**config.mk**
```make
export PLATFORM = sky130hd
export DESIGN_NAME = tl_input_conditioner
export DESIGN_NICKNAME = d
export VERILOG_FILES = /design/src/rtl/tl_input_conditioner.sv
export SDC_FILE = /design/constraint.sdc
export NUM_CORES = 1
export LEC_CHECK = 0
export CORE_MARGIN = 3
export CORE_UTILIZATION = 30
export DETAILED_ROUTE_END_ITERATION = 10
export SETUP_SLACK_MARGIN = 0.2
export SYNTH_ARGS = -nofsm -noshare
export SYNTH_HDL_FRONTEND = slang
export SYNTH_SLANG_ARGS = --single-unit
```
**constraint.sdc**
```tcl
create_clock -name clk -period 2 [get_ports clk]
set_clock_uncertainty 0.1 [all_clocks]
set_input_delay 0.3 -clock clk [delete_from_list [all_inputs] [get_ports clk]]
set_output_delay 0.3 -clock clk [all_outputs]
set_load 0.005 [all_outputs]
```
**src/rtl/tl_input_conditioner.sv**
```systemverilog
// tl_input_conditioner
// Synchronises and debounces the raw operator/sensor inputs feeding the
// traffic-light controller. Level inputs (attention, force-red) leave as
// debounced levels; event inputs (preset, preset-add, preferential) leave as
// latched requests held until the controller acknowledges them per bit.
// Internally every raw bit is packed into one vector so that all channels
// share a single synchroniser/debouncer description:
//   bit 0                      attention
//   bits [N:1]                 force_reds
//   bits [2N:N+1]              presets
//   bits [3N:2N+1]             preset_adds
//   bits [4N:3N+1]             preferentials
// The request channels therefore occupy the top 3N bits, in the same order
// as the packed acknowledge and pending vectors.

module tl_input_conditioner #(
  parameter int N_LIGHTS        = 4,
  parameter int DEBOUNCE_CYCLES = 8,
  parameter int CNT_W           = $clog2(DEBOUNCE_CYCLES)
) (
  input  logic                clk,
  input  logic                rst,
  input  logic                attention_raw,
  input  logic [N_LIGHTS-1:0] presets_raw,
  input  logic [N_LIGHTS-1:0] preset_adds_raw,
  input  logic [N_LIGHTS-1:0] force_reds_raw,
  input  logic [N_LIGHTS-1:0] preferentials_raw,
  input  logic [N_LIGHTS-1:0] preset_acks,
  input  logic [N_LIGHTS-1:0] preset_add_acks,
  input  logic [N_LIGHTS-1:0] preferential_acks,
  output logic                attention,
  output logic [N_LIGHTS-1:0] force_reds,
  output logic [N_LIGHTS-1:0] presets,
  output logic [N_LIGHTS-1:0] preset_adds,
  output logic [N_LIGHTS-1:0] preferentials,
  output logic                overrun
);

  localparam int NB = 1 + 4 * N_LIGHTS;  // all raw bits
  localparam int NR = 3 * N_LIGHTS;      // request-type bits (top of vector)

  localparam logic [CNT_W-1:0] CNT_LAST = CNT_W'(DEBOUNCE_CYCLES - 1);
  localparam logic [CNT_W-1:0] CNT_ONE  = CNT_W'(1);

  logic [NB-1:0]    raw;
  logic [NB-1:0]    s1;
  logic [NB-1:0]    s2;
  logic [NB-1:0]    db;
  logic [CNT_W-1:0] cnt [NB];

  logic [NR-1:0]    db_req;
  logic [NR-1:0]    db_q;
  logic [NR-1:0]    rise;
  logic [NR-1:0]    ack;
  logic [NR-1:0]    pending;
  logic             overrun_q;

  assign raw = {preferentials_raw, preset_adds_raw, presets_raw,
                force_reds_raw, attention_raw};
  assign ack = {preferential_acks, preset_add_acks, preset_acks};

  // Two-flop synchroniser for every raw bit.
  // NOTE: sequential state uses non-blocking assignments so every flop
  // samples the pre-edge value of its source; blocking here would collapse
  // s1 and s2 into a single stage.
  always_ff @(posedge clk or negedge rst) begin
    if (!rst) begin
      s1 <= '0;
      s2 <= '0;
    end else begin
      s1 <= raw;
      s2 <= s1;
    end
  end

  // Per-bit debouncer: accept s2 once it has differed from db for
  // DEBOUNCE_CYCLES consecutive edges; any reversion restarts the count.
  // NOTE: the counter array is ordinary flops, not a RAM, so it is cleared
  // by reset along with everything else to discard partial counts.
  always_ff @(posedge clk or negedge rst) begin
    if (!rst) begin
      db <= '0;
      for (int i = 0; i < NB; i++) cnt[i] <= '0;
    end else begin
      for (int i = 0; i < NB; i++) begin
        if (s2[i] == db[i]) begin
          cnt[i] <= '0;
        end else if (cnt[i] == CNT_LAST) begin
          db[i]  <= s2[i];
          cnt[i] <= '0;
        end else begin
          cnt[i] <= cnt[i] + CNT_ONE;
        end
      end
    end
  end

  // Rising edges of the debounced request channels.
  assign db_req = db[NB-1 -: NR];

  always_comb begin
    rise = db_req & ~db_q;
  end

  // Request latches: a new rise always wins over an acknowledge on the same
  // edge; a rise that lands on an unacknowledged request is counted as lost.
  always_ff @(posedge clk or negedge rst) begin
    if (!rst) begin
      db_q      <= '0;
      pending   <= '0;
      overrun_q <= 1'b0;
    end else begin
      db_q    <= db_req;
      pending <= rise | (pending & ~ack);
      if (|(rise & pending & ~ack)) overrun_q <= 1'b1;
    end
  end

  // All outputs come straight from flops; no combinational path from acks.
  assign attention     = db[0];
  assign force_reds    = db[N_LIGHTS:1];
  assign presets       = pending[N_LIGHTS-1:0];
  assign preset_adds   = pending[2*N_LIGHTS-1:N_LIGHTS];
  assign preferentials = pending[3*N_LIGHTS-1:2*N_LIGHTS];
  assign overrun       = overrun_q;

endmodule
```
=== Yosys cells after proc, flatten, opt, wreduce, memory -nomap -nowiden ===
Cells that the tools add are included.
W data, S select, Z words.

* Memories kept: 0
* Bits in latches: 0
* Register bits: 127
* Output and inout bits: 18
* ROM bits: 0
* RAM bits: 0

* Div/mod/pow operators: 0
* Shift operators: 0
* Add/subtract/negate cells: 17
* Mux-type cells: 34
* Reduce and logical (&&, ||, !) cells: 18
* Eq/ne operators: 34
* Order comparisons: 0
* $mul: 0
* Bitwise operators: 24

{| class="wikitable"
|+ Operators with widths
! kind !! count
|-
| $mux W3 || 34
|-
| $add A3 B1 Y3 const B || 17
|-
| $eq A3 B3 Y1 const B || 17
|-
| $and A12 B12 Y12 || 4
|-
| $reduce_and A2 Y1 || 17
|-
| $not A12 Y12 || 2
|-
| $eq A1 B1 Y1 || 17
|-
| $not A1 Y1 || 17
|-
| $or A12 B12 Y12 || 1
|-
| $reduce_or A12 Y1 || 1
|}

=== Logic depth before layout (Yosys ltp) ===
* Word-level depth: 5
* Mapped depth: 4
* Gate-level depth less buffers: 4

=== Worst setup path after synthesis ===
No wires, ideal clock.

* Kind: flip-flop to flip-flop
* Start point: register pending[9]
* End point: register overrun_q, in the netlist overrun
* Library setup time: 133 ps
* Arrival time: 1110 ps
* Slack: 657 ps
* Required time: 1767 ps
* Stages on the path, launching flop included: 5
* Path through: dfrtp_1 -> nor4bb_1 -> or3_1 -> nor3_1 -> nand3_1

* Word-level cells in the longest chain between the ends: 3

{| class="wikitable"
|+ Ends and longest elaborated chain
! element !! RTL line !! RTL
|-
| from (decl) || 55 || <nowiki>logic [NR-1:0] pending;</nowiki>
|-
| from (signal assigned) || 114 || <nowiki>pending <= rise | (pending & ~ack);</nowiki>
|-
| $and A12 B12 Y12 (2 in series) || 115 || <nowiki>if (|(rise & pending & ~ack)) overrun_q <= 1'b1;</nowiki>
|-
| $reduce_or A12 Y1 || 115 ||
|-
| to (signal assigned) || 111 || <nowiki>overrun_q <= 1'b0;</nowiki>
|-
| to (signal assigned) || 115 ||
|-
| to (decl) || 56 || <nowiki>logic overrun_q;</nowiki>
|}

No other way between the ends.
A chain may end at the register's enable or synchronous reset.

=== Worst setup path after layout ===
* Start point: register db[4]
* End point: output port force_reds[3]

{| class="wikitable"
|+ RTL lines
! element !! RTL line !! RTL
|-
| from (decl) || 48 || <nowiki>logic [NB-1:0] db;</nowiki>
|-
| from (signal, indexed assignment) || 89 || <nowiki>db[i] <= s2[i];</nowiki>
|-
| to (decl) || 32 || <nowiki>output logic [N_LIGHTS-1:0] force_reds,</nowiki>
|}

No word-level cell between the ends.

==> flow_summary_export.csv <==
group,metric,value,unit
status,outcome,"finished, final reports clean",
clock_tree,cts-buffers-inserted,17,
routing,via_count,2440,
setup_path,worst-setup-path-type,"flip-flop to primary output",
floorplan,count_of_standard_cell_rows,44,
global_routing,grtUsageMet1,0.1106,
synth,syn_area,4602,um^2
setup_path,worst_ep_arrival_time,1300,ps
timing,max_freq,588.2,MHz
synth,share_of_async_settable_or_async_resettable_flops_after_synthesis,1.000,
synth,synth_seq_area_share,0.6906,
setup_path,cpMaxStageDelayCell,"clkdlybuf4s50_1",
clock_tree,clock_insertion_delay_worst_skew,410,ps
global_routing,overflow,0,
synth,synth.top_cells.by_area,"dfrtp_1 (69%), ha_1 (9.2%), and2_1 (3.8%)",
layout,finalInstanceArea,5898,um^2
timing,drv_slew,0,
clock_tree,cts.repair_timing.setup_buffer_count,0,
synth,syn_nets,374,
routing,initialDrtViolationCount,61,
timing,min_period_over_period,0.8500,
routing,route.detailed.drc,0,
placement,preCtsSetupSlack,233.3,ps
setup_path,worstPathCellList,"clkdlybuf4s50_1",
global_routing,grt_use_total,0.09226,
timing,timing_worst_slew_pin_value,349.3,ps
layout,area_growth,28.17,%
routing,wl_per_cell,11.98,um
clock_tree,tritoncts_num_sinks,127,
routing,viasPerCell,4.258,
floorplan,die_x,129.9,um
timing,finalCriticalPeriod,1700,ps
placement,port_buffers,48,
global_routing,number_of_global_route_vias_before_repair,2630,
setup_path,maximum_net_fanout_on_the_critical_path,3,
global_routing,largest_net_degree_at_the_start_of_global_routing,47,
synth,synth-edff-count,0,
setup_path,timing.critical_path.from_type,"flip-flop",
power_and_ir_drop,static-leakage-power,2.833,nW
setup_path,critical_path.n_buffers_inverters,1,
timing,timing.slew.headroom,0.7672,
synth,flops_latches_synth,127,
timing,setup_slack,300.0,ps
synth,cell_accounting_for_the_most_synthesized_area,"dfrtp_1",
setup_path,worst_setup_path_end_kind,"primary output",
clock_tree,clk_root_buffer_cell,"clkbuf_16",
synth,netlist.area_leader.share,0.6906,
placement,hpwl,4759,um
routing,detail-route-antenna-nets,0,
floorplan,io-pin-count,49,
power_and_ir_drop,cellPowerDensity,1411,nW/um^2
routing,detailedRoute.firstPassIterationCount,4,
timing,finalHoldViolations,0,
synth,ys_warn_count,0,
job,drv_cap,0,
global_routing,grt_util_met2,0.1389,
synth,synth_area_per_cell,14.89,um^2
global_routing,top_usage_layer,"met2",
hold_path,hold_wc_path_type,"primary input to async pin",
setup_path,crit_required,1600,ps
global_routing,grt_antenna_before_repair,0,
power_and_ir_drop,ir_worst_vdd,0.0006565,V
synth,yosysUniqueCellTypes,25,
floorplan,starting_density_of_the_core,0.3119,
synth,yosysMostFrequentCell,"dfrtp_1",
clock_tree,cts_tree,"built",
setup_path,dominant_delay_contributor_by_cell_family_on_the_critical_path,"buffers and inverters",
floorplan,fp.dieH,129.9,um
synth,postSynth.topFlopCell,"dfrtp_1",
placement,placed_area,5335,um^2
layout,finalNetCount,442,
layout,utilization,0.3998,
layout,layout-drive-gt1-share,0.1260,
clock_tree,cts.reportedPaths.clkPinSlew,50,ps
timing,tns,0,ps
timing,final_setup_violations,0,
routing,finalWirelength,6867,um
global_routing,grtUsageMet3,0.04707,
synth,post_synth_inst_count,309,
global_routing,grt_pass1_wl,11790,um
clock_tree,cts_htree_levels,4,
synth,synth_common_cells,"dfrtp_1 (127), ha_1 (34), and2_1 (28)",
placement,gp_congestion,0.6864,
timing,rsz_0062_raised_after_global_routing,"no",
clock_tree,cts_buffer_depth,2,
layout,insertedDiodeCount,0,
setup_path,delay_of_the_slowest_cell_on_the_worst_path,520,ps
floorplan,core_region_area,14750,um^2
floorplan,design.die.area,16860,um^2
==> layout make-up <==
type | instances | area, um^2
fill | 1410 | 8856
sequential | 127 | 3178
multi-input combinational | 162 | 1334
timing repair buffer | 53 | 543.0
clock buffer | 25 | 495.5
tap | 184 | 230.2
inverter | 16 | 60.06
clock inverter | 6 | 57.56
==> registers in the layout, summed over array words and instances, names as in the netlist <==
register  cells
s2           17
db_q         12
s1           17
pending      12
cnt          51
overrun       1
db           17
==> routing by layer <==
metal	part of all wire	wire length (um)
met1	0.47	3249
met2	0.45	3124
met3	0.058	401
met4	0.013	92
met5	0	0
==> logic make-up after synthesis <==
kind of cell	Yosys count	share of synthesized area
buffers and inverters	20	0.01957
flip-flops	127	0.6906
AND/OR/NAND/NOR	84	0.1194
XOR/XNOR	17	0.03236
adder cells (fa/ha/maj)	34	0.09244
AO/OA/AOI/OAI	18	0.02365
multiplexers	9	0.02202
==> worst paths after layout <==
kind                                         start                    to  slack [ps]  cells after the start
worst max register to register  db[14]$_DFFE_PN0P_   overrun$_DFFE_PN0P_         550                      4
worst max-delay path             db[4]$_DFFE_PN0P_         force_reds[3]         300                      1
max in group asynchronous                      rst     cnt[30]$_DFF_PN0_        1040                      3
worst min register to register     s1[4]$_DFF_PN0_       s2[4]$_DFF_PN0_         240                      0
min in group clk                 force_reds_raw[3]       s1[4]$_DFF_PN0_         230                      1
worst min-delay path                           rst  pending[3]$_DFF_PN0_         180                      2
==> per-stage QoR <==
step / total power, mW / hold WS [ps] / cells
floorplan: 4.808 / -95.59 / 309
global placement: 5.424 / 53.64 / 541
detailed placement: 5.571 / 52.53 / 541
CTS: 8.502 / 149.5 / 573
global route: 8.911 / 176.0 / 573
finish: 8.320 / 178.2 / 573
==> power by group <==
| part | switching (mW) | total (mW) | internal, mW |
|---|---|---|---|
| sequential | 0.435 | 3.81 | 3.37 |
| combinational | 0.673 | 1.67 | 0.999 |
| clock | 1.02 | 2.84 | 1.82 |
| total | 2.12 | 8.32 | 6.20 |
==> repair_timing <==
item                      4_1_cts  5_1_grt
gates resized for setup         0        0
hold endpoints to repair      127        0
hold buffers                    1        0
==> cell usage in the layout, fill, tap and decap left out, types with 6 or more instances in the layout <==
cell / n
dfrtp_1: 127
clkdlybuf4s50_1: 47
ha_1: 34
and2_1: 28
nor3b_1: 17
clkbuf_16: 17
inv_1: 15
xor2_1: 14
nand2_1: 12
o22ai_1: 9
mux2_2: 9
o21ai_0: 8
nor4_1: 6
Note: power is estimated with default switching activity, not from simulation.
